--- src/rtl/signed_div_seq_v_pkg.sv ---
// Shared defaults, FSM encoding and saturation helper for the signed divide/multiply blocks.
package signed_div_seq_v_pkg;

    localparam int unsigned DIVIDEND_W_DEF = 9;
    localparam int unsigned DIVISOR_W_DEF  = 5;

    typedef enum logic [1:0] {
        StIdle = 2'd0,
        StCalc = 2'd1,
        StSign = 2'd2
    } state_e;

    // Largest positive two's-complement value of width w; used when -2^(w-1) / -1 overflows.
    function automatic logic [31:0] sat_max(input int unsigned w);
        return (32'd1 << (w - 32'd1)) - 32'd1;
    endfunction

endpackage

--- src/rtl/signed_mag_v.sv ---
// Conditional two's-complement negate: res = neg ? -val : val.
module signed_mag_v #(
    parameter int unsigned W = 8
) (
    input  logic [W-1:0] val,
    input  logic         neg,
    output logic [W-1:0] res
);

    assign res = neg ? (~val + W'(1)) : val;

endmodule

--- src/rtl/signed_div_seq_v.sv ---
// Sequential signed divider: restoring division on magnitudes, one quotient bit per clock,
// followed by a sign-correction cycle. Quotient truncates toward zero.
module signed_div_seq_v
    import signed_div_seq_v_pkg::*;
#(
    parameter int unsigned DIVIDEND_W = DIVIDEND_W_DEF,
    parameter int unsigned DIVISOR_W  = DIVISOR_W_DEF
) (
    input  logic                  i_clk,
    input  logic                  i_rst,
    input  logic                  i_start,
    input  logic [DIVIDEND_W-1:0] i_dividend,
    input  logic [DIVISOR_W-1:0]  i_divisor,
    output logic                  o_busy,
    output logic                  o_done,
    output logic [DIVIDEND_W-1:0] o_quot,
    output logic [DIVISOR_W-1:0]  o_rem,
    output logic                  o_div_zero,
    output logic                  o_ovf
);

    localparam int unsigned CNT_W = $clog2(DIVIDEND_W);
    localparam logic [DIVIDEND_W-1:0] QUOT_SAT = DIVIDEND_W'(sat_max(DIVIDEND_W));
    localparam logic [DIVIDEND_W-1:0] DVD_MIN  = {1'b1, {(DIVIDEND_W-1){1'b0}}};

    state_e                state_q, state_d;
    logic [CNT_W-1:0]      cnt_q, cnt_d;
    // Dividend magnitude shifts out of the top while quotient bits shift in at the bottom.
    logic [DIVIDEND_W-1:0] acc_q, acc_d;
    logic [DIVISOR_W-1:0]  dvs_mag_q, dvs_mag_d;
    logic [DIVISOR_W:0]    prem_q, prem_d;
    logic                  quot_neg_q, quot_neg_d;
    logic                  rem_neg_q, rem_neg_d;
    logic                  op_dz_q, op_dz_d;
    logic                  op_ovf_q, op_ovf_d;

    logic [DIVIDEND_W-1:0] quot_q, quot_d;
    logic [DIVISOR_W-1:0]  rem_q, rem_d;
    logic                  dz_q, dz_d;
    logic                  ovf_q, ovf_d;
    logic                  done_q, done_d;

    logic [DIVIDEND_W-1:0] dvd_mag;
    logic [DIVISOR_W-1:0]  dvs_mag;
    logic [DIVIDEND_W-1:0] quot_signed;
    logic [DIVISOR_W-1:0]  rem_signed;
    logic [DIVISOR_W:0]    prem_shift;
    logic [DIVISOR_W:0]    trial;
    logic                  fits;
    logic                  unused_prem_msb;

    signed_mag_v #(.W(DIVIDEND_W)) u_dvd_mag (
        .val (i_dividend),
        .neg (i_dividend[DIVIDEND_W-1]),
        .res (dvd_mag)
    );

    signed_mag_v #(.W(DIVISOR_W)) u_dvs_mag (
        .val (i_divisor),
        .neg (i_divisor[DIVISOR_W-1]),
        .res (dvs_mag)
    );

    signed_mag_v #(.W(DIVIDEND_W)) u_quot_fix (
        .val (acc_q),
        .neg (quot_neg_q),
        .res (quot_signed)
    );

    signed_mag_v #(.W(DIVISOR_W)) u_rem_fix (
        .val (prem_q[DIVISOR_W-1:0]),
        .neg (rem_neg_q),
        .res (rem_signed)
    );

    // The settled remainder is always below |divisor| <= 2^(W-1), so its top bit is spare.
    assign unused_prem_msb = prem_q[DIVISOR_W];

    assign prem_shift = {prem_q[DIVISOR_W-1:0], acc_q[DIVIDEND_W-1]};
    assign trial      = prem_shift - {1'b0, dvs_mag_q};
    assign fits       = (prem_shift >= {1'b0, dvs_mag_q});

    always_comb begin
        state_d    = state_q;
        cnt_d      = cnt_q;
        acc_d      = acc_q;
        dvs_mag_d  = dvs_mag_q;
        prem_d     = prem_q;
        quot_neg_d = quot_neg_q;
        rem_neg_d  = rem_neg_q;
        op_dz_d    = op_dz_q;
        op_ovf_d   = op_ovf_q;
        quot_d     = quot_q;
        rem_d      = rem_q;
        dz_d       = dz_q;
        ovf_d      = ovf_q;
        done_d     = 1'b0;

        unique case (state_q)
            StIdle: begin
                if (i_start) begin
                    state_d    = StCalc;
                    cnt_d      = CNT_W'(DIVIDEND_W - 1);
                    acc_d      = dvd_mag;
                    dvs_mag_d  = dvs_mag;
                    prem_d     = '0;
                    quot_neg_d = i_dividend[DIVIDEND_W-1] ^ i_divisor[DIVISOR_W-1];
                    rem_neg_d  = i_dividend[DIVIDEND_W-1];
                    op_dz_d    = (i_divisor == '0);
                    op_ovf_d   = (i_dividend == DVD_MIN) && (i_divisor == '1);
                end
            end
            StCalc: begin
                prem_d = fits ? trial : prem_shift;
                acc_d  = {acc_q[DIVIDEND_W-2:0], fits};
                if (cnt_q == '0) begin
                    state_d = StSign;
                end else begin
                    cnt_d = cnt_q - CNT_W'(1);
                end
            end
            StSign: begin
                state_d = StIdle;
                done_d  = 1'b1;
                dz_d    = op_dz_q;
                ovf_d   = op_ovf_q;
                if (op_dz_q) begin
                    quot_d = '0;
                    rem_d  = '0;
                end else if (op_ovf_q) begin
                    quot_d = QUOT_SAT;
                    rem_d  = '0;
                end else begin
                    quot_d = quot_signed;
                    rem_d  = rem_signed;
                end
            end
            default: state_d = StIdle;
        endcase
    end

    always_ff @(posedge i_clk) begin
        if (i_rst) begin
            state_q    <= StIdle;
            cnt_q      <= '0;
            acc_q      <= '0;
            dvs_mag_q  <= '0;
            prem_q     <= '0;
            quot_neg_q <= 1'b0;
            rem_neg_q  <= 1'b0;
            op_dz_q    <= 1'b0;
            op_ovf_q   <= 1'b0;
            quot_q     <= '0;
            rem_q      <= '0;
            dz_q       <= 1'b0;
            ovf_q      <= 1'b0;
            done_q     <= 1'b0;
        end else begin
            state_q    <= state_d;
            cnt_q      <= cnt_d;
            acc_q      <= acc_d;
            dvs_mag_q  <= dvs_mag_d;
            prem_q     <= prem_d;
            quot_neg_q <= quot_neg_d;
            rem_neg_q  <= rem_neg_d;
            op_dz_q    <= op_dz_d;
            op_ovf_q   <= op_ovf_d;
            quot_q     <= quot_d;
            rem_q      <= rem_d;
            dz_q       <= dz_d;
            ovf_q      <= ovf_d;
            done_q     <= done_d;
        end
    end

    assign o_busy     = (state_q != StIdle);
    assign o_done     = done_q;
    assign o_quot     = quot_q;
    assign o_rem      = rem_q;
    assign o_div_zero = dz_q;
    assign o_ovf      = ovf_q;

endmodule

--- config.mk ---
export PLATFORM = sky130hd
export DESIGN_NAME = signed_div_seq_v
export DESIGN_NICKNAME = d
export VERILOG_FILES = /design/src/rtl/signed_div_seq_v_pkg.sv /design/src/rtl/signed_mag_v.sv /design/src/rtl/signed_div_seq_v.sv
export SDC_FILE = /design/constraint.sdc
export NUM_CORES = 1
export LEC_CHECK = 0
export ABC_AREA = 1
export BUFFER_PORTS_ARGS = -buffer_cell sky130_fd_sc_hd__buf_2
export CAP_MARGIN = 30
export CORE_ASPECT_RATIO = 1.2
export CORE_MARGIN = 5
export CORE_UTILIZATION = 51
export DETAILED_ROUTE_END_ITERATION = 10
export GPL_TIMING_DRIVEN = 0
export PLACE_DENSITY = 0.75
export SLEW_MARGIN = 20
export SYNTH_ARGS = -nofsm -noshare
export SYNTH_HDL_FRONTEND = slang
export SYNTH_SLANG_ARGS = --single-unit
--- constraint.sdc ---
create_clock -name i_clk -period 1.6 [get_ports i_clk]
set_input_delay 0.32 -clock i_clk [delete_from_list [all_inputs] [get_ports i_clk]]
set_output_delay 0.32 -clock i_clk [all_outputs]
set_load 0.03 [all_outputs]
==> results.cfg <==
[routing]
drc = 0
wirelength_um = 5940
drtPass1Iterations = 4
num_vias = 2462
routed_via_density = 5.29
post_drt_wl_per_cell_um = 12.8
ant_nets = 0
dr.first_iter.drc_count = 141

[critical_path]
rrSetupSlack_ns = -0.02
rr_startpoint = acc_q[8]
worst-path-stages = 12
crit_arrival_ns = 1.80
cp_slowest_cell = fa_2
path_max_fanout = 6
timing.rr.end = prem_q[4]
crit_path_end_kind = register
endpoint = prem_q[4]
crit_family = adder cells
cp_num_buf_inv = 3
crit_path_start = acc_q[8]
required_ns = 1.78
critPathKind = register to register
crit_path_cell_trace = inv_2 -> ha_4 -> inv_2 -> fa_2 -> nand3_2 -> nand2_2 -> nand2_4 -> nand2_4 -> inv_4 -> nand2_2 -> nand2_2 -> a21oi_2
cpPeakStageDelay_ns = 0.35
crit_top_cell = nand2_2
reg2regPathDepth = 12
cp-start-kind = register

[power_and_ir_drop]
power_mw = 3.20
p_leak_nw = 1.32
powerDensity_nw_per_um2 = 1080
ir_drop_uv = 525

[final_layout]
fin_area_um2 = 2970
nets = 433
stdcell_count = 465
utilization = 0.609
fill_cells = 449
area_delta_synth_final_pct = 17.6
antenna_cells = 0
drive_above_1_share = 0.225

[floorplanning]
start_util = 0.518
die-area_um2 = 6460
die_w_um = 74.2
core-area_um2 = 4870
dieHeight_um = 87.1
ioPinCount = 35
core.rowCount = 28

[global_routing]
antenna_found_initial = 0
grt.overflow.total = 0
grt_pass1_wl_um = 10200
grt_use_total = 0.197
grt_pass1_vias = 2227
grt_max_degree = 14

[synth]
synth_flop_cell = dfxtp_1
yosys_warnings = 0
synth_edf_count = 0
synth.avg_cell_area_um2 = 6.99
seq_area_frac_synth = 0.365
mappedNetlistArea_um2 = 2520
syn_inst = 361
yosysUniqueCellTypes = 35
async_flop_share = 0
ys_ff_latch = 46
syn_nets = 390

[clock_network]
cts_buffer_depth = 2
clkSlewWorstSetupHoldPaths_ns = 0.08
cts.sinks = 46
holdBufCountCts = 0
cts_made_buffers = 5
cts_tree = yes
clockRootBuffer = clkbuf_8
clk_latency_ns = 0.30
htree_levels = 2

[hold_path]
hold_path.class = input pin to register

[status]
status = finished, violations left
violations = negative setup slack

[timing]
max_freq_mhz = 616
worst_pin_slew_ns = 0.597
setup_viol = 3
finalHoldViolCount = 0
fin_skew_ns = 0.00777
rsz0062_at_grt = yes
setup_ws_ns = -0.0234
fin_crit_ns = 1.62
slew_violations = 0
setup-tns-final_ns = -0.0327
period_share = 1.01
slew_headroom = 0.602

[placed_design]
dp_cells = 453
placed_area_um2 = 2760
port_buffers = 32
dp_hpwl_um = 4480
place.gp.congestion = 0.903

[job]
max_cap_viol_count = 0
-- routing by layer --
metal | GRT usage | vias up | part of all wire
li1 | - | 1281 | -
met1 | 0.266 | 1102 | 0.46
met2 | 0.327 | 70 | 0.48
met3 | 0.0312 | 9 | 0.055
met4 | 0.0485 | 0 | 0.014
met5 | 0 | - | 0
-- what timing repair did --
action / 4_1_cts / 5_1_grt
cloned: 0 / 0
endpoints found under the setup margin: 6 / 7
resized for setup: 10 / 9
pin swaps: 6 / 11
setup buffers: 3 / 1
-- worst min-delay path by stage --
| stage | cells after the start | slack (ns) | endpoint | start |
|---|---|---|---|---|
| 6_report | 2 | 0.29 | op_dz_q | i_divisor[4] |
| 5_1_grt | 2 | 0.31 | op_dz_q | i_divisor[4] |
| 4_1_cts | 2 | 0.29 | op_dz_q | i_divisor[4] |
| 3_5_place_dp | 2 | 0.45 | o_quot[8] | o_quot[8] |
| 3_3_place_gp | 2 | 0.45 | cnt_q[0] | cnt_q[0] |
| 2_1_floorplan | 1 | 0.42 | op_dz_q | i_divisor[4] |
-- Yosys cell counts (2+ instances only) --
master	instances	area [um^2]
a21oi_1	32	160
inv_1	33	124
nor2_4	2	22.5
nand4_1	3	18.8
nor2_1	22	82.6
nor3_1	3	15.0
o21ai_0	4	20.0
a22oi_1	2	15.0
dfxtp_1	46	921
nor2_2	2	12.5
o21ai_1	13	65.1
xor2_1	3	26.3
o211ai_1	3	22.5
buf_2	5	25.0
ha_1	11	138
o221ai_1	3	26.3
nand2_2	4	25.0
o22ai_1	5	31.3
nand3_1	50	250
inv_2	15	56.3
xnor2_1	3	26.3
clkbuf_1	2	7.51
buf_4	2	15.0
nand2_1	82	308
-- power by group --
group / total, mW / internal [mW] / switching (mW)
logic: 1.02 / 0.373 / 0.645
registers: 1.31 / 1.23 / 0.0834
clock network: 0.868 / 0.468 / 0.400
-- area by class of cell --
cell class | instances | area, um^2 | share of cell area
Clock inverter | 1 | 30.0 | 0.0101
Clock buffer | 7 | 76.3 | 0.0257
Tap cell | 60 | 75.1 | 0.0253
Multi-Input combinational cell | 257 | 1440 | 0.485
Timing Repair Buffer | 36 | 190 | 0.0641
Sequential cell | 46 | 922 | 0.311
Inverter | 49 | 186 | 0.0628
Buffer | 9 | 47.5 | 0.0160
-- registers in the layout (all words and copies together) (netlist names), 2 cells and up --
register,cells
o_rem,5
prem_q,5
acc_q,9
state_q,2
cnt_q,4
o_quot,9
dvs_mag_q,5
-- worst reg2reg max path: cells and delay by family, from the launching register on --
family	cells	cell delay, ns
buffers and inverters	3	0.19
adder cells (fa/ha/maj)	2	0.48
AO/OA/AOI/OAI	1	0.05
AND/OR/NAND/NOR	6	0.44
flip-flops	1	0.34
-- cells by family (layout without fill, tap and decap cells) --
logic type               Yosys count  after routing  synth area share
buffers and inverters             58            102            0.0917
adder cells (fa/ha/maj)           12             12            0.0625
AND/OR/NAND/NOR                  173            173             0.314
AO/OA/AOI/OAI                     66             66             0.146
flip-flops                        46             46             0.365
XOR/XNOR                           6              6            0.0208
-- metrics by stage --
stage,hold slack [ns],setup WS [ns]
5_1_grt,0.307,-0.114
3_5_place_dp,0.455,-0.196
6_report,0.293,-0.0234
4_1_cts,0.289,-0.0422
2_1_floorplan,0.417,0.0366
3_3_place_gp,0.447,-0.136
-- placed cells by master (no fill, tap or decap), drive strengths merged, types with 2 or more instances in the layout --
master	instances
a22oi	2
xnor2	3
buf	43
xor2	3
nor3	5
dfxtp	46
o221ai	3
clkbuf	9
o21ai	17
nand3	51
o22ai	5
o211ai	3
nand2	86
nand4	3
a21oi	32
inv	48
nor2	26
ha	11
(Power assumes the default switching activity.)
